`src/rtl/multdiv_sequencer_pkg.sv`:
```
// rtl/multdiv_sequencer_pkg.sv - state encodings and step-count defaults shared with the datapath
package multdiv_sequencer_pkg;

    localparam int DEF_N_CYCLES = 32;
    localparam int DEF_COUNT_W  = 6;

    localparam int STATE_W = 2;

    localparam logic [STATE_W-1:0] ST_IDLE = 2'd0;
    localparam logic [STATE_W-1:0] ST_LOAD = 2'd1;
    localparam logic [STATE_W-1:0] ST_RUN  = 2'd2;
    localparam logic [STATE_W-1:0] ST_DONE = 2'd3;

endpackage

```
`src/rtl/multdiv_sequencer_cells.sv`:
```
// rtl/multdiv_sequencer_cells.sv - toggle flop and enabled D flop with asynchronous clear
module tff (
    input  logic clk,
    input  logic clr,
    input  logic t,
    output logic q
);
    logic q_q;
    logic q_d;

    always_comb begin
        q_d = q_q ^ t;
    end

    always_ff @(posedge clk or posedge clr) begin
        if (clr) begin
            q_q <= 1'b0;
        end else begin
            q_q <= q_d;
        end
    end

    assign q = q_q;
endmodule

module dffe_ref (
    input  logic clk,
    input  logic clr,
    input  logic en,
    input  logic d,
    output logic q
);
    logic q_q;
    logic q_d;

    always_comb begin
        q_d = en ? d : q_q;
    end

    always_ff @(posedge clk or posedge clr) begin
        if (clr) begin
            q_q <= 1'b0;
        end else begin
            q_q <= q_d;
        end
    end

    assign q = q_q;
endmodule

```
`src/rtl/multdiv_sequencer.sv`:
```
// rtl/multdiv_sequencer.sv - load/run/done control for the iterative multiply/divide datapath
module multdiv_sequencer
    import multdiv_sequencer_pkg::*;
#(
    parameter int N_CYCLES = DEF_N_CYCLES,
    parameter int COUNT_W  = DEF_COUNT_W
) (
    input  logic               clock,
    input  logic               clear,
    input  logic               ctrl_MULT,
    input  logic               ctrl_DIV,
    output logic               load,
    output logic               step_en,
    output logic               op_is_div,
    output logic [COUNT_W-1:0] count,
    output logic               data_resultRDY
);
    localparam logic [COUNT_W-1:0] LAST_IDX = COUNT_W'(N_CYCLES - 1);

    logic               start;
    logic [STATE_W-1:0] state_q;
    logic [STATE_W-1:0] state_d;
    logic               op_is_div_q;
    logic               op_is_div_d;
    logic               terminal;
    logic               inc;
    logic [COUNT_W-1:0] carry;
    logic [COUNT_W-1:0] toggle;

    assign start    = ctrl_MULT | ctrl_DIV;
    assign terminal = (count == LAST_IDX);
    assign inc      = (state_q == ST_RUN) && !terminal;

    always_comb begin
        state_d = state_q;
        if (start) begin
            state_d = ST_LOAD;
        end else begin
            case (state_q)
                ST_LOAD: state_d = ST_RUN;
                ST_RUN:  state_d = terminal ? ST_DONE : ST_RUN;
                ST_DONE: state_d = ST_IDLE;
                default: state_d = ST_IDLE;
            endcase
        end
    end

    // MULT wins when both start pulses arrive together
    always_comb begin
        op_is_div_d = op_is_div_q;
        if (start) begin
            op_is_div_d = ctrl_DIV & ~ctrl_MULT;
        end
    end

    always_ff @(posedge clock or posedge clear) begin
        if (clear) begin
            op_is_div_q <= 1'b0;
        end else begin
            op_is_div_q <= op_is_div_d;
        end
    end

    genvar gs;
    generate
        for (gs = 0; gs < STATE_W; gs++) begin : g_state
            dffe_ref u_state_bit (
                .clk (clock),
                .clr (clear),
                .en  (1'b1),
                .d   (state_d[gs]),
                .q   (state_q[gs])
            );
        end
    endgenerate

    // Ripple carry of the up-counter; in LOAD each bit toggles iff it is set, zeroing the count
    always_comb begin
        carry  = '0;
        toggle = '0;
        carry[0] = inc;
        for (int i = 1; i < COUNT_W; i++) begin
            carry[i] = carry[i-1] & count[i-1];
        end
        for (int i = 0; i < COUNT_W; i++) begin
            toggle[i] = (state_q == ST_LOAD) ? count[i] : carry[i];
        end
    end

    genvar gc;
    generate
        for (gc = 0; gc < COUNT_W; gc++) begin : g_count
            tff u_count_bit (
                .clk (clock),
                .clr (clear),
                .t   (toggle[gc]),
                .q   (count[gc])
            );
        end
    endgenerate

    assign load           = (state_q == ST_LOAD);
    assign step_en        = (state_q == ST_RUN);
    assign data_resultRDY = (state_q == ST_DONE);
    assign op_is_div      = op_is_div_q;
endmodule

```
`config.mk`:
```
export PLATFORM = sky130hd
export DESIGN_NAME = multdiv_sequencer
export DESIGN_NICKNAME = d
export VERILOG_FILES = /design/src/rtl/multdiv_sequencer_pkg.sv /design/src/rtl/multdiv_sequencer_cells.sv /design/src/rtl/multdiv_sequencer.sv
export SDC_FILE = /design/constraint.sdc
export NUM_CORES = 1
export LEC_CHECK = 0
export CAP_MARGIN = 30
export CORE_AREA = 2 2 39 41
export CTS_BUF_LIST = sky130_fd_sc_hd__clkbuf_4
export DETAILED_ROUTE_END_ITERATION = 7
export DIE_AREA = 0 0 41 43
export SLEW_MARGIN = 20
export SYNTH_ARGS = -nofsm -noshare
export SYNTH_HDL_FRONTEND = slang
export SYNTH_SLANG_ARGS = --single-unit
```
`constraint.sdc`:
```
create_clock -name clock -period 2 [get_ports clock]
set_input_delay 0.3 -clock clock [delete_from_list [all_inputs] [get_ports clock]]
set_output_delay 0.3 -clock clock [all_outputs]
set_load 0.02 [all_outputs]
```
==> impl_metrics.json <==
{
  "run_status": "finished, final reports clean",
  "portBuffers": 13,
  "synthToLayoutAreaGrowth_pct": 30.53,
  "finalCriticalPeriod_ns": 1.824,
  "antenna_left": 0,
  "clock_skew_ns": 0.003452,
  "startpoint": "g_state[1].u_state_bit.q",
  "antenna_found_initial": 0,
  "worstSkewPairLatency_ns": 0.26,
  "r2r_start": "g_state[0].u_state_bit.q",
  "yosysWarnings": 0,
  "holdBufCountCts": 0,
  "grt_max_degree": 10,
  "final-setup-viol-count": 0,
  "synth.yosys.seq_area_share_pct": 45.80,
  "cts_made_buffers": 3,
  "totalNegativeSetupSlack_ns": 0,
  "start_util_pct": 35.53,
  "dr.pass1.iters": 2,
  "endpoint_kind": "output pin",
  "maxCapViolCount": 0,
  "synth_top_family_by_area": "simple AND/OR/NAND/NOR gates",
  "clock_path_buffers": 2,
  "grt_pass1_wl_mm": 1.587,
  "synth_adder_area_share_pct": 7.634,
  "rows": 14,
  "fmax_mhz": 548.2,
  "netlist_instances": 50,
  "syn_area_um2": 491.7,
  "fin_area_um2": 641.9,
  "rsz0062_at_grt": "false",
  "path_max_fanout": 3,
  "rrSetupSlack_ns": 0.68,
  "layout-drive-gt1-share_pct": 15.87,
  "final_cell_mix": "13 x clkdlybuf4s50_1, 9 x dfrtp_1, 6 x nor2_1",
  "dpl_cell_area_um2": 611.8,
  "r2r-end": "g_count[3].u_count_bit.q",
  "finalCritPeriodShare_pct": 91.21,
  "syn_area_per_cell_um2": 9.834,
  "cts_tree": "built",
  "drtIter0Drc": 6,
  "overflow": 0,
  "drc": 0,
  "synthXorXnorAreaFrac_pct": 0,
  "finalMaxSlewViolations": 0,
  "ir_worst_vdd_v": 0.0003257,
  "cts_setup_buffers": 0,
  "vias": 381,
  "synth_nets": 57,
  "synth_compound_area_share_pct": 11.45,
  "synth_simple_gate_area_share_pct": 22.14,
  "cts.sinks": 9,
  "track_usage_pct": 13.94,
  "synth.distinct_cells": 22,
  "num_antenna_cells": 0,
  "ys_ff_latch": 9,
  "ios": 14,
  "root_buffer": "clkbuf_4",
  "grt_pass1_vias": 383,
  "hold_violations": 0,
  "p_leak_nw": 0.2757,
  "hold_path.class": "input pin to async pin",
  "cp_data_arrival_time_ns": 1.52,
  "die_h_um": 43,
  "layout_commonest_cell": "clkdlybuf4s50_1",
  "place_ws_ns": 0.4344,
  "critPathLaunchType": "register",
  "endpoint": "load",
  "worst_slack_ns": 0.1758,
  "routabilityCongestion": 0.6773,
  "drt-total-wl_um": 872,
  "powerDensity_nw_per_um2": 598.1,
  "synthMuxAreaShare_pct": 0,
  "nets": 71,
  "cts.htree.levels": 1,
  "core_um2": 1384,
  "path_clk_slew_ns": 0.06,
  "crit_type": "register to output pin",
  "required_ns": 1.70,
  "dieArea_um2": 1763,
  "vias_per_cell": 4.823,
  "worst_pin_slew_ns": 0.3467,
  "final_util_pct": 46.38,
  "slew_headroom_pct": 76.86,
  "cts_resized": 0,
  "wl_per_cell_um": 11.04,
  "dpl.hpwl_um": 691.4,
  "worstRegToRegCells": 6,
  "die_w_um": 41
}
[critical path: stages, from the launching register on]
cell             delay [ns]
dfrtp_1                0.41
inv_1                  0.07
ha_1                   0.18
clkdlybuf4s50_1        0.61
[worst min-delay path by stage]
stage | cells past startpoint | slack, ns | from | end
6_report | 2 | 0.30 | clear | op_is_div
5_1_grt | 2 | 0.33 | clear | g_count[4].u_count_bit.q
3_3_place_gp | 2 | 0.48 | op_is_div | op_is_div
4_1_cts | 2 | 0.31 | clear | op_is_div
3_5_place_dp | 2 | 0.49 | op_is_div | op_is_div
2_1_floorplan | 1 | 0.13 | clear | g_count[0].u_count_bit.q
[final cells by class]
class                      instances  area (µm²)
fill                             139       742.0
sequential                         9       225.2
multi-input combinational         30       202.7
timing repair buffer              15       145.1
clock buffer                       4       30.03
tap                               16       20.02
inverter                           5       18.77
[cells in the mapped netlist (all sizes together)]
cell type	instances	area (µm²)
a211oi	2	20.02
a21oi	2	10.01
a31oi	1	6.260
and3	1	7.510
and4	1	8.760
buf	6	45.04
dfrtp	9	225.2
ha	3	37.54
inv	5	18.77
nand2	1	3.750
nand3	2	15.01
nand4	1	6.260
nor2	6	22.52
nor2b	1	6.260
nor3	4	20.02
nor3b	1	7.510
o21a	1	7.510
o21ai	1	5.000
o21bai	1	7.510
or3	1	11.26
[per-layer routing]
| layer | track usage (%) | vias to the layer above | part of all wire (%) |
|---|---|---|---|
| met5 | 0 | - | 0 |
| met4 | 8.000 | 0 | 0.92 |
| met3 | 6.806 | 2 | 6.9 |
| met2 | 18.13 | 14 | 49 |
| met1 | 18.12 | 174 | 43 |
| li1 | - | 191 | - |
[report_power, final]
| part | leakage (nW) | internal [mW] | total [mW] | switching [mW] |
|---|---|---|---|---|
| Combinational | 0.137 | 0.0216 | 0.0439 | 0.0222 |
| Clock | 0.0184 | 0.0902 | 0.150 | 0.0596 |
| Sequential | 0.120 | 0.186 | 0.190 | 0.00397 |
[per-stage QoR]
step / hold WS (ns) / total power, mW / instances
floorplan: 0.1279 / 0.2149 / 50
global placement: 0.4845 / 0.2386 / 75
detailed placement: 0.4857 / 0.2384 / 75
CTS: 0.3086 / 0.3913 / 79
global route: 0.3324 / 0.4106 / 79
finish: 0.2991 / 0.3839 / 79
[flip-flops by register name, summed over array words and instances, names as in the netlist]
name                   flops
op_is_div                  1
g_state.u_state_bit.q      2
g_count.u_count_bit.q      6
[kinds of logic after synthesis]
kind of cell,Yosys count
buffers and inverters,11
DFF,9
AOI/OAI and AO/OA,8
adders and majority gates,3
and+or+nand+nor,19
No activity file was read; power rests on OpenSTA's default activity.
